--- config.mk ---
export PLATFORM = sky130hd
export DESIGN_NAME = dlf16_stream_accumulator
export DESIGN_NICKNAME = d
export VERILOG_FILES = /design/src/rtl/dlf16_stream_accumulator.sv
export SDC_FILE = /design/constraint.sdc
export NUM_CORES = 1
export LEC_CHECK = 0
export ABC_AREA = 1
export CORE_UTILIZATION = 35
export CTS_CLUSTER_DIAMETER = 120
export DETAILED_ROUTE_END_ITERATION = 12
export GPL_TIMING_DRIVEN = 0
export HOLD_SLACK_MARGIN = 0.08
export SKIP_LAST_GASP = 1
export SLEW_MARGIN = 30
export SYNTH_ARGS = -nofsm -noshare
export SYNTH_HDL_FRONTEND = slang
export SYNTH_SLANG_ARGS = --single-unit
--- constraint.sdc ---
create_clock -name clk -period 10.4 [get_ports clk]
set_clock_uncertainty 0.05 [all_clocks]
set_input_delay 2.08 -clock clk [delete_from_list [all_inputs] [get_ports clk]]
set_output_delay 2.08 -clock clk [all_outputs]
set_load 0.01 [all_outputs]
--- src/rtl/dlf16_stream_accumulator.sv ---
// rtl/dlf16_stream_accumulator.sv - iterative DLFloat16 stream summer with output handshake
module dlf16_stream_accumulator #(
  parameter int EXP_W = 6,
  parameter int MAN_W = 9,
  parameter int BIAS  = 31,
  parameter int GRS_W = 3
) (
  input  logic        clk,
  input  logic        rst_n,
  input  logic        in_valid,
  output logic        in_ready,
  input  logic [15:0] in_data,
  input  logic        in_last,
  output logic        out_valid,
  input  logic        out_ready,
  output logic [15:0] out_data,
  output logic        out_ovf,
  output logic        out_unf
);
  localparam int DW = 1 + EXP_W + MAN_W;
  localparam int MW = 1 + MAN_W + GRS_W;
  localparam int SW = MW + 1;
  localparam int EW = EXP_W + 2;
  localparam logic signed [EW-1:0] EONE = EW'(1);
  localparam logic signed [EW-1:0] EMAX = EW'(2 * BIAS);
  localparam logic [DW-2:0] MAG_ALL1 = '1;

  typedef enum logic [2:0] {S_IDLE, S_ALIGN, S_ADD, S_NORM, S_ROUND, S_DONE} state_t;

  state_t               state;
  logic [15:0]          acc, op;
  logic                 last, ovf, unf;
  logic                 sgn_b, sgn_s, spec, zero;
  logic signed [EW-1:0] ex;
  logic [MW-1:0]        big_m, sml_m, man;

  function automatic logic is_zero_f(input logic [15:0] v);
    return v[MAN_W +: EXP_W] == '0;
  endfunction

  function automatic logic is_spec_f(input logic [15:0] v);
    return v[DW-2:0] == MAG_ALL1;
  endfunction

  // Alignment: order by magnitude (zero counts as smallest), shift the smaller into GRS.
  logic [DW-2:0]    a_mag, b_mag;
  logic             a_big, big_zero, sml_zero, al_lost;
  logic [15:0]      big_v, sml_v;
  logic [EXP_W-1:0] ediff;
  logic [MW-1:0]    sml_full, al_m;

  always_comb begin
    a_mag    = is_zero_f(acc) ? '0 : acc[DW-2:0];
    b_mag    = is_zero_f(op) ? '0 : op[DW-2:0];
    a_big    = a_mag >= b_mag;
    big_v    = a_big ? acc : op;
    sml_v    = a_big ? op : acc;
    big_zero = is_zero_f(big_v);
    sml_zero = is_zero_f(sml_v);
    ediff    = big_v[MAN_W +: EXP_W] - sml_v[MAN_W +: EXP_W];
    sml_full = {1'b1, sml_v[MAN_W-1:0], {GRS_W{1'b0}}};
    al_lost  = 1'b0;
    for (int i = 0; i < MW; i++)
      if (i < int'(ediff)) al_lost = al_lost | sml_full[i];
    if (sml_zero)
      al_m = '0;
    else if (int'(ediff) > MAN_W + GRS_W)
      al_m = MW'(1);
    else
      al_m = (sml_full >> ediff) | MW'(al_lost);
  end

  logic [SW-1:0] sum;

  always_comb begin
    if (sgn_b == sgn_s)
      sum = {1'b0, big_m} + {1'b0, sml_m};
    else
      sum = {1'b0, big_m} - {1'b0, sml_m};
  end

  // Round-to-nearest-even; a carry out of the mantissa bumps the exponent here.
  logic                 rup, res_ovf, res_unf;
  logic [MAN_W+1:0]     rmant;
  logic signed [EW-1:0] ex_r;
  logic [MAN_W-1:0]     frac_r;
  logic [15:0]          res;

  always_comb begin
    rup     = man[GRS_W-1] & (man[GRS_W-2] | (|man[GRS_W-3:0]) | man[GRS_W]);
    rmant   = {1'b0, man[MW-1:GRS_W]} + (MAN_W+2)'(rup);
    ex_r    = rmant[MAN_W+1] ? ex + EONE : ex;
    frac_r  = rmant[MAN_W+1] ? rmant[MAN_W:1] : rmant[MAN_W-1:0];
    res_ovf = 1'b0;
    res_unf = 1'b0;
    if (spec)
      res = {1'b0, MAG_ALL1};
    else if (zero)
      res = '0;
    else if (ex < EONE || ex_r < EONE) begin
      res     = '0;
      res_unf = 1'b1;
    end else if (ex_r > EMAX) begin
      res     = {sgn_b, MAG_ALL1};
      res_ovf = 1'b1;
    end else
      res = {sgn_b, ex_r[EXP_W-1:0], frac_r};
  end

  always_ff @(posedge clk or negedge rst_n) begin
    if (!rst_n) begin
      state     <= S_IDLE;
      acc       <= '0;
      op        <= '0;
      last      <= 1'b0;
      ovf       <= 1'b0;
      unf       <= 1'b0;
      sgn_b     <= 1'b0;
      sgn_s     <= 1'b0;
      spec      <= 1'b0;
      zero      <= 1'b0;
      ex        <= '0;
      big_m     <= '0;
      sml_m     <= '0;
      man       <= '0;
      in_ready  <= 1'b0;
      out_valid <= 1'b0;
      out_data  <= '0;
    end else begin
      case (state)
        S_IDLE: begin
          in_ready <= 1'b1;
          if (in_valid && in_ready) begin
            op       <= in_data;
            last     <= in_last;
            in_ready <= 1'b0;
            state    <= S_ALIGN;
          end
        end
        S_ALIGN: begin
          spec  <= is_spec_f(acc) | is_spec_f(op);
          sgn_b <= big_v[15];
          sgn_s <= sml_v[15];
          ex    <= {2'b00, big_v[MAN_W +: EXP_W]};
          big_m <= big_zero ? '0 : {1'b1, big_v[MAN_W-1:0], {GRS_W{1'b0}}};
          sml_m <= al_m;
          state <= S_ADD;
        end
        S_ADD: begin
          man   <= sum[SW-1] ? {sum[SW-1:2], |sum[1:0]} : sum[MW-1:0];
          ex    <= sum[SW-1] ? ex + EONE : ex;
          zero  <= sum == '0;
          state <= (spec || sum == '0 || sum[SW-1] || sum[MW-1]) ? S_ROUND : S_NORM;
        end
        S_NORM: begin
          man <= man << 1;
          ex  <= ex - EONE;
          if (man[MW-2]) state <= S_ROUND;
        end
        S_ROUND: begin
          acc <= res;
          ovf <= ovf | res_ovf;
          unf <= unf | res_unf;
          if (last) begin
            state     <= S_DONE;
            out_valid <= 1'b1;
            out_data  <= res;
          end else begin
            state    <= S_IDLE;
            in_ready <= 1'b1;
          end
        end
        S_DONE: begin
          if (out_ready) begin
            out_valid <= 1'b0;
            acc       <= '0;
            ovf       <= 1'b0;
            unf       <= 1'b0;
            in_ready  <= 1'b1;
            state     <= S_IDLE;
          end
        end
        default: state <= S_IDLE;
      endcase
    end
  end

  assign out_ovf = ovf;
  assign out_unf = unf;
endmodule

# After elaboration in Yosys (flattened, before gate mapping)
# Cells that the tools add are included.
dict set report op_classes {
  addsub 6
  n_lt_le_gt_ge 15
  eq_ne 14
  shifts 1
  muxes 52
  bitwise 15
  reduce_logical 23
}
# cell count
set ops {}
lappend ops {{2-to-1 mux 16 bit} 6}
lappend ops {{2-to-1 mux 13 bit} 4}
lappend ops {{2-to-1 mux 15 bit} 3}
lappend ops {{case mux 16 bit (2 select lines)} 1}
lappend ops {{equality test 15 bit, second input constant} 2}
lappend ops {{less-than comparator 4 x 6 -> 1 bit, first input constant} 5}
lappend ops {{case mux 13 bit (2 select lines)} 1}
lappend ops {{logical NOT 6 bit} 4}
lappend ops {{less-than comparator 3 x 6 -> 1 bit, first input constant} 4}
lappend ops {{case mux 8 bit (3 select lines)} 1}
lappend ops {{2-to-1 mux 1 bit} 22}
lappend ops {{case mux 3 bit (6 select lines)} 1}
lappend ops {{less-than comparator 8 x 2 -> 1 bit, second input constant} 2}
lappend ops {{2-to-1 mux 8 bit} 2}
lappend ops {{>= comparator 15 bit} 1}
lappend ops {{2-to-1 mux 3 bit} 5}
lappend ops {{adder 13 x 13 -> 14 bit} 1}
lappend ops {{logical NOT 14 bit} 1}
lappend ops {{2-to-1 mux 14 bit} 1}
lappend ops {{subtractor 13 x 13 -> 14 bit} 1}
lappend ops {{bitwise OR 1 bit} 13}
lappend ops {{bitwise OR 13 x 1 -> 13 bit} 1}
lappend ops {{>> shifter 13 x 6 -> 13 bit} 1}
lappend ops {{!= test 2 bit, second input constant} 6}
lappend ops {{other kinds (23)} 37}
dict set report word_totals {
  ff_bits 107
  in_bits 21
  output_inout_bits 20
  word_cells 143
}

# Longest topological paths before layout
# Gate-level depths: netlist of run 1.
dict set report logic_depth {
  ltp_word 27
  depth_mapped 31
}

# Worst setup path after synthesis of run 1
# OpenSTA, ideal clock, no wires.
dict set report synth_path {
  path_type {register to register}
  startpoint {reg acc[10]}
  endpoint {reg sml_m[0]}
  setup_time_ns 0.117
  t_arrival_ns 3.319
  required_ns 10.233
  setup_slack_ns 6.914
  path_stages_with_launch 32
  path_buffers 1
  cell_sequence {dfrtp_1 -> nor4_1 -> nand3_1 -> nand2_1 -> inv_1 -> ha_1 -> nand2_1 -> nand2_1 -> nand2_1 -> nand2_1 -> nand2_1 -> inv_2 -> nor2_4 -> nand3_1 -> nand2_1 -> nand2_2 -> ha_1 -> inv_1 -> nand2_1 -> nand2_1 -> nand2_2 -> nor2_4 -> buf_4 -> nand4_1 -> nand2_1 -> nand2_1 -> nor2_1 -> nor2_1 -> nor2_2 -> nand3_1 -> nand2_1 -> nand2_1}
}
dict set report synth_between {
  elab_chain_cells 27
  elab_cells_between_ends 40
  classes_between {add/sub (1); order compare (12); shift (1); mux (15); bitwise (9); reduce/logical (2)}
}
# item line
set synth_rtl {}
lappend synth_rtl {{start: declaration} 31} ;# logic [15:0] acc, op;
lappend synth_rtl {{start signal: assignment} 161} ;# acc <= res;
lappend synth_rtl {{logical NOT 6 bit} 38} ;# return v[MAN_W +: EXP_W] == '0;
lappend synth_rtl {{2-to-1 mux 15 bit} 53} ;# a_mag = is_zero_f(acc) ? '0 : acc[DW-2:0];
lappend synth_rtl {{>= comparator 15 bit} 55} ;# a_big = a_mag >= b_mag;
lappend synth_rtl {{2-to-1 mux 16 bit (on tied branches)} {56, 57}}
lappend synth_rtl {{subtractor 6 bit} 60} ;# ediff = big_v[MAN_W +: EXP_W] - sml_v[MAN_W +: EXP_W];
lappend synth_rtl {{less-than comparator 2 x 6 -> 1 bit} 64} ;# if (i < int'(ediff)) al_lost = al_lost | sml_full[i];
lappend synth_rtl {{2-to-1 mux 1 bit} 64}
lappend synth_rtl {{bitwise OR 1 bit} 64}
lappend synth_rtl {{[10 not listed]} --}
lappend synth_rtl {{2-to-1 mux 1 bit} 64}
lappend synth_rtl {{bitwise OR 1 bit} 64}
lappend synth_rtl {{2-to-1 mux 1 bit} 64}
lappend synth_rtl {{bitwise OR 1 bit} 64}
lappend synth_rtl {{2-to-1 mux 1 bit (2 in a row)} 64}
lappend synth_rtl {{bitwise OR 13 x 1 -> 13 bit} 70} ;# al_m = (sml_full >> ediff) | MW'(al_lost);
lappend synth_rtl {{2-to-1 mux 13 bit} 67} ;# else if (int'(ediff) > MAN_W + GRS_W)
lappend synth_rtl {{2-to-1 mux 13 bit *} 65} ;# if (sml_zero)
lappend synth_rtl {{end signal: assignment} 146} ;# sml_m <= al_m;
lappend synth_rtl {{end: declaration} 35} ;# logic [MW-1:0] big_m, sml_m, man;
# Mark *: on every way between the ends. The rest lies on a longest branch, timed or not.
# A chain may end at the register's enable or synchronous reset.

# Worst setup path in the final report of run 1
dict set report layout_path {
  startpoint {reg acc[12]}
  endpoint {reg sml_m[0]}
}
# Same word-level chain as after synthesis.

==> flow_summary.ini, run 1 <==
[placed_design]
dp_hpwl_um = 18400
globalplace.congestion = 0.963
port-buffer-count = 40
placed_area_um2 = 8370
placedCellCount = 1396

[clock_tree]
cts_tree = built
h-tree-depth = 3
clk_path_buf_depth = 2
clkLatencyLatePin_ns = 0.37
clk_pin_slew_worst_paths_ns = 0.09
holdBufCountCts = 0
cts-root-buf = clkbuf_16
post_cts_resized = 0
post-cts-setup-buffers = 0
cts.sinks = 104
cts_made_buffers = 9

[final_layout]
layout_commonest_cell = nand2_1
fillCellCount = 2215
syn2layout_area_growth_pct = 14.4
fin_util_pct = 41.1
n_antenna_cell = 0
layout_common_cells = nand2_1 (275), inv_1 (134), dfrtp_1 (104), o21ai_0 (93), nor2_1 (70)
nNetsFinal = 1184
drive_above_1_share_pct = 8.53
fin_cells = 1412
final_area_um2 = 8690

[critical_path]
worstPathMaxFanout = 10
startpoint_type = register
critical-path-slowest-cell = dfrtp_1
worst_setup_path_end_kind = register
path_buf_inv = 3
critPathMostFrequentCell = nand2_1
critPathRequiredTime_ns = 10.61
r2r_cells = 29
crit_cells = 29
crit_arrival_ns = 4.61
path_class = reg2reg
crit_family = simple AND/OR/NAND/NOR gates
crit_path_max_incr_delay_ns = 0.48

[synthesis]
async_reset_ff_share_pct = 100
ys_warn_count = 0
syn_avg_cell_area_um2 = 7.04
synth_edf_count = 0
syn_nets = 1132
yosys.cell_types.count = 54
synth.area.top_cells = dfrtp_1 (34%), nand2_1 (14%), inv_1 (6.6%), o21ai_0 (6.1%), ha_1 (4.9%)
synth-main-ff-cell = dfrtp_1
netlist_instances = 1080
synth_top_area_share_pct = 34.2
synth-seq-area-share_pct = 34.2
netlist_area_um2 = 7600
yosys.area.top_type = dfrtp_1
ys_ff_latch = 104

[detailed_routing]
routed_wl_um = 23400
wl_per_cell_um = 16.6
dr.first_iter.drc_count = 571
vias = 7381
antenna_left = 0
viasPerCell = 5.23
drt-pass1-iter-count = 5
drc = 0

[die]
die_w_um = 149
dieHeight_um = 149
rows = 53
core_um2 = 21200
initial_core_util_pct = 35.9
ioPinCount = 41
fp.dieArea_um2 = 22300

[timing]
setup-violations-final = 0
maxSlewHeadroom_pct = 45.7
post-route-period-util_pct = 42.3
maxSlewViolCount = 0
max_freq_ghz = 0.227
tightest_slew_ns = 0.811
rsz0062_at_grt = false
hold_viol = 0
tns_ns = 0
min_period_ns = 4.40

[global_routing]
globalRouteOverflowTotal = 0
antenna_found_initial = 0
grt_first_pass_wirelength_um = 37900
grt_pass1_vias = 6917
gr-usage-all-layers_pct = 22.2
grt_max_degree = 68

[worst_hold_path]
min_path_cells = 2
worstHoldPathType = reg2reg

[run]
max_cap_viol_count = 0

[run_status]
outcome = complete, no violations
-- area by class of cell --
cell class                      count  area (um^2)  share of cell area (%)
Buffer                             40          199                    2.29
Clock buffer                        9          225                    2.59
Clock inverter                      7         93.8                    1.08
Inverter                          150          563                    6.48
Multi-Input combinational cell    786         4240                    48.7
Sequential cell                   104         2600                    29.9
Tap cell                          275          344                    3.96
Timing Repair Buffer               41          429                    4.94
-- registers in the layout, indices dropped and copies added, names as in the netlist, 3 cells and up --
name / cells
acc: 16
op: 16
out_data: 16
man: 13
sml_m: 13
big_m: 10
ex: 8
state: 3
-- through the flow --
step,hold slack (ns),setup WS (ns)
2_1_floorplan,0.407,6.91
3_3_place_gp,0.407,3.03
3_5_place_dp,0.418,6.07
4_1_cts,0.438,6.03
5_1_grt,0.478,5.68
6_report,0.433,6.00
-- synth_stat cells, types with 5 or more instances --
master,number
inv_2,15
nand2_2,13
nor2_2,8
buf_2,5
nand4_1,18
o22ai_1,15
o221ai_1,12
dfrtp_1,104
nand3_2,6
nor2_1,70
clkbuf_1,28
nand2_1,275
o211ai_1,6
o21ai_0,93
nor3_1,14
nor4_1,9
inv_1,134
nand3_1,62
o21ai_1,43
nand2_4,6
ha_1,30
a21oi_1,34
xor2_1,30
-- tightest hold or removal path: cells and delay by family (launching register included) --
family / cells / cell delay (ns)
DFF: 1 / 0.35
and+or+nand+nor: 2 / 0.11
-- per-layer routing --
layer / GRT usage, % / vias up / wire length, um
li1: - / 3660 / -
met1: 32.3 / 3457 / 11400
met2: 32.9 / 206 / 10100
met3: 1.90 / 58 / 1000
met4: 10.2 / 0 / 859
met5: 0 / - / 0
-- final timing paths --
check | start | end | slack [ns]
hold reg to reg | out_valid | out_valid | 0.43
setup / recovery | acc[12] | sml_m[0] | 6.00
hold / removal | out_valid | out_valid | 0.43
min in group asynchronous | rst_n | out_data[7] | 1.56
max in group asynchronous | rst_n | sml_m[12] | 8.08
setup reg to reg | acc[12] | sml_m[0] | 6.00
-- cells by family (layout without fill, tap and decap cells) --
| logic type | Yosys count | after routing | share of synthesized area, % |
|---|---|---|---|
| xor gates and xnor gates | 31 | 31 | 3.57 |
| buffers and inverters | 190 | 247 | 10.0 |
| DFF | 104 | 104 | 34.2 |
| adders and majority gates | 31 | 31 | 5.20 |
| muxes | 3 | 3 | 0.428 |
| and+or+nand+nor | 496 | 496 | 29.6 |
| AOI/OAI and AO/OA | 225 | 225 | 17.0 |
Power of run 1 is left out: the tool's default activity adds up to more than one toggle a clock period on the data nets, which glitch-free logic cannot reach.
==> inputs of run 2 (changes only) <==
==> constraint.sdc (replaced) <==
create_clock -name clk -period 3.8 [get_ports clk]
set_clock_uncertainty 0.05 [all_clocks]
set_input_delay 0.76 -clock clk [delete_from_list [all_inputs] [get_ports clk]]
set_output_delay 0.76 -clock clk [all_outputs]
set_load 0.01 [all_outputs]
==> run 2 against run 1 <==
The run now ends with setup timing left. Register-to-register slack lost 6.1 ns. Global-route usage grew 0.74 points. Count of clock-buffer cells in the layout is the same. Largest cell class unchanged.
==> flow_summary.ini, run 2 (synthesis results as in run 1) <==
[run_status]
outcome = finished, violations left
violations = setup timing

[critical_path]
crit_path_max_incr_delay_ns = 0.45
reg2reg_slack_ns = -0.05
critPathMostFrequentCell = nand2_2
rr_endpoint = sml_m[0]
r2r-start = acc[14]
r2r_cells = 30
critical-path-slowest-cell = dfrtp_2
critPathRequiredTime_ns = 4.01
path_class = reg2reg
worstPathMaxFanout = 5
worst_setup_path_end_kind = register
startpoint_type = register
crit_arrival_ns = 4.06

[run]
max_cap_viol_count = 0

[timing]
rsz0062_at_grt = true
maxSlewViolCount = 0
setup-violations-final = 1
tightest_slew_ns = 0.854
setup_ws_ns = -0.0488
post-route-period-util_pct = 101
max_freq_ghz = 0.260
hold_viol = 0
maxSlewHeadroom_pct = 42.9
min_period_ns = 3.85

[final_layout]
n_antenna_cell = 0
drive_above_1_share_pct = 22.0
nNetsFinal = 1230
layout_common_cells = nand2_1 (234), inv_1 (123), dfrtp_1 (100), o21ai_0 (74), nor2_1 (62)
layout_commonest_cell = nand2_1
final_area_um2 = 9680
syn2layout_area_growth_pct = 27.3
largestRegisters = acc: 16 flops, op: 16 flops, out_data: 16 flops

[clock_tree]
holdBufCountCts = 0
cts_tree = built
h-tree-depth = 3
cts_made_buffers = 9
cts.sinks = 104
cts-root-buf = clkbuf_16
clk_pin_slew_worst_paths_ns = 0.09
clk_path_buf_depth = 2
clkLatencyLatePin_ns = 0.38

[global_routing]
grt_first_pass_wirelength_um = 39100
globalRouteOverflowTotal = 0
grt_pass1_vias = 7148
antenna_found_initial = 0
grt_max_degree = 68
gr-usage-all-layers_pct = 22.9

[detailed_routing]
routed_wl_um = 25100
drt-pass1-iter-count = 5
vias = 7782
dr_wl_met3_um = 1180
viasPerCell = 5.34
dr_wl_met2_um = 11100
drc = 0
drt-met1-wl_um = 11900
dr.max_layer_used = met4
wl_per_cell_um = 17.2
antenna_left = 0
dr.first_iter.drc_count = 665

[die]
core_um2 = 21200
dieHeight_um = 149
initial_core_util_pct = 35.9
fp.dieArea_um2 = 22300
die_w_um = 149
rows = 53
ioPinCount = 41

[placed_design]
placed_area_um2 = 8370
dp_hpwl_um = 18400
port-buffer-count = 40
globalplace.congestion = 0.963

[worst_hold_path]
worstHoldPathType = in2async
run 2: cell types whose count changed in the layout (fill, tap and decap cells not counted), moves of 11 or more:
cell | before | now
nand2_2 | 13 | 44
nand2_1 | 275 | 234
nand3_1 | 62 | 44
inv_1 | 134 | 123
buf_4 | 1 | 39
o21ai_0 | 93 | 74
nand3_2 | 6 | 21
run 2: critical path: cells and delay by family (launching register included):
kind / cells / cell delay, ns
flip-flops: 1 / 0.45
adder cells (fa/ha/maj): 2 / 0.45
AND/OR/NAND/NOR: 24 / 2.39
buffers and inverters: 4 / 0.39
run 2: repair_timing:
| item | CTS | global route |
|---|---|---|
| buffers inserted | 19 | 25 |
| pin swaps | 21 | 69 |
| cloned | 2 | 2 |
| resized for setup | 49 | 143 |
| hold endpoints to repair | 0 | 0 |
| setup endpoints to repair | 41 | 48 |
run 2: how the worst max path moves through the flow:
stage | startpoint | endpoint | slack (ns) | depth (start not counted)
floorplan | acc[10] | sml_m[0] | 0.31 | 31
global placement | rst_n | sml_m[12] | -2.25 | 1
detailed placement | acc[12] | sml_m[0] | -0.53 | 31
CTS | acc[13] | sml_m[0] | -0.06 | 30
global route | acc[14] | sml_m[0] | -0.26 | 26
finish | acc[14] | sml_m[0] | -0.05 | 30
run 2: per-stage QoR:
stage | util, % | worst slack [ns] | hold WS [ns] | cells | TNS (ns)
3_3_place_gp | 39.4 | -2.25 | 0.407 | 1395 | -243.43
6_report | 45.7 | -0.0488 | 0.234 | 1458 | -0.0488
5_1_grt | 45.7 | -0.257 | 0.256 | 1458 | -1.61
4_1_cts | 42.7 | -0.0599 | 0.245 | 1433 | -0.0599
2_1_floorplan | - | 0.314 | 0.407 | 1080 | 0
3_5_place_dp | 39.6 | -0.532 | 0.418 | 1396 | -10.48
run 2: final cells by class:
class	instances	area, um^2
Multi-Input combinational cell	789	4820
Fill cell	2097	11500
Timing Repair Buffer	84	779
Tap cell	275	344
Buffer	40	226
Clock inverter	7	93.8
Inverter	150	576
Sequential cell	104	2610
Clock buffer	9	225
run 2: layer usage:
metal,GRT usage [%],up-vias
met2,34.6,255
met4,10.3,0
met1,32.9,3691
met5,0,-
li1,-,3767
met3,2.29,69
Power of run 2 is left out for the same reason.
==> inputs of run 3 (changes only) <==
--- a/config.mk
+++ b/config.mk
@@ -6,11 +6,13 @@
 export NUM_CORES = 1
 export LEC_CHECK = 0
 export ABC_AREA = 1
+export CORE_ASPECT_RATIO = 0.9
 export CORE_UTILIZATION = 35
 export CTS_CLUSTER_DIAMETER = 120
 export DETAILED_ROUTE_END_ITERATION = 12
 export GPL_TIMING_DRIVEN = 0
 export HOLD_SLACK_MARGIN = 0.08
+export PLACE_DENSITY = 0.58
 export SKIP_LAST_GASP = 1
 export SLEW_MARGIN = 30
 export SYNTH_ARGS = -nofsm -noshare
==> run 3 against run 2 <==
The flow still finishes with violations (setup timing). Sequential share of layout area is 0.59 points lower. Fmax decreased by 1.9%. First-iteration DRC count shrank 0.90%.
==> flow_summary.ini, run 3 (synthesis results as in run 1) <==
[placed_design]
place_ws_ns = -0.480
port-buffer-count = 40
dp_hpwl_um = 18300
placed_area_um2 = 8390
globalplace.congestion = 0.949

[clock_tree]
clkLatencyLatePin_ns = 0.36
cts-root-buf = clkbuf_16
cts.sinks = 104
clk_pin_slew_worst_paths_ns = 0.08
cts_made_buffers = 9
h-tree-depth = 3
clk_path_buf_depth = 2
cts_tree = built

[detailed_routing]
vias = 7716
drc = 0
antenna_left = 0
routed_wl_um = 25200
wl_per_cell_um = 17.1
drt-pass1-iter-count = 5
viasPerCell = 5.22
dr.first_iter.drc_count = 659

[critical_path]
worst_setup_path_end_kind = register
crit_path_max_incr_delay_ns = 0.47
startpoint_type = register
crit_arrival_ns = 4.16
path_class = reg2reg
worstPathMaxFanout = 6
critical-path-slowest-cell = dfrtp_2
critPathRequiredTime_ns = 4.03

[final_layout]
multiInputGateArea_um2 = 4900
syn2layout_area_growth_pct = 30.1
nNetsFinal = 1239
layout_common_cells = nand2_1 (240), inv_1 (121), dfrtp_1 (101), o21ai_0 (77), nor2_1 (60)
final_area_um2 = 9890
n_antenna_cell = 0
drive_above_1_share_pct = 22.9
fillCellCount = 2155
regArea_um2 = 2610
largestRegisters = acc: 16 flops, op: 16 flops, out_data: 16 flops
layout_commonest_cell = nand2_1

[global_routing]
antenna_found_initial = 0
grt_first_pass_wirelength_um = 38500
globalRouteOverflowTotal = 0
grt_pass1_vias = 7077
grt_max_degree = 61
gr-usage-all-layers_pct = 22.7

[run_status]
violations = setup timing
outcome = finished, violations left

[timing]
hold_viol = 0
setup_ws_ns = -0.124
maxSlewHeadroom_pct = 31.0
post-route-period-util_pct = 103
min_period_ns = 3.92
tightest_slew_ns = 1.03
maxSlewViolCount = 0
setup-violations-final = 10
rsz0062_at_grt = true
max_freq_ghz = 0.255
tns_ns = -0.437

[run]
max_cap_viol_count = 0

[die]
initial_core_util_pct = 36.2
ioPinCount = 41
rows = 50
core_um2 = 21000
fp.dieArea_um2 = 22300
die_w_um = 157
dieHeight_um = 142

[worst_hold_path]
worstHoldPathType = in2async
run 3: area by class of cell:
class | count | area share, %
Multi-Input combinational cell | 790 | 49.5
Sequential cell | 104 | 26.4
Timing Repair Buffer | 92 | 9.02
Inverter | 150 | 5.81
Tap cell | 286 | 3.62
Clock buffer | 10 | 2.42
Buffer | 40 | 2.25
Clock inverter | 6 | 0.987
run 3: timing repair:
action | CTS | global route
pin swaps | 26 | 65
hold buffers | 0 | 0
resized for setup | 68 | 124
endpoints found under the setup margin | 46 | 49
cloned | 5 | 1
buffers inserted | 11 | 38
run 3: worst paths after layout:
kind	startpoint	end	slack (ns)	depth (start not counted)
worst min register to register	out_valid	out_valid	0.44	2
worst max-delay path	acc[14]	sml_m[1]	-0.12	27
min in group clk	out_valid	out_valid	0.44	2
worst min-delay path	rst_n	man[5]	0.25	1
worst max register to register	acc[14]	sml_m[1]	-0.12	27
max in group asynchronous	rst_n	acc[13]	2.81	2
run 3: per-layer routing:
metal | wire length [um] | vias up | global-route usage, %
met5 | 0 | - | 0
met2 | 11100 | 218 | 33.7
li1 | - | 3790 | -
met4 | 571 | 0 | 7.97
met3 | 1240 | 45 | 3.24
met1 | 12300 | 3663 | 33.3
run 3: worst max-delay path: cells and delay by family, from the launching register on:
kind | cells | cell delay [ns]
compound gates | 3 | 0.33
simple gates | 18 | 2.00
fa+ha+maj | 1 | 0.27
buf+inv | 5 | 0.70
flops | 1 | 0.47
run 3: per-stage QoR:
stage | hold slack, ns | std cells | utilization [%]
finish | 0.247 | 1478 | 47.0
floorplan | 0.407 | 1080 | -
global placement | 0.409 | 1406 | 39.8
CTS | 0.254 | 1439 | 43.5
global route | 0.271 | 1478 | 47.0
detailed placement | 0.424 | 1407 | 39.9
Power of run 3 is left out for the same reason.
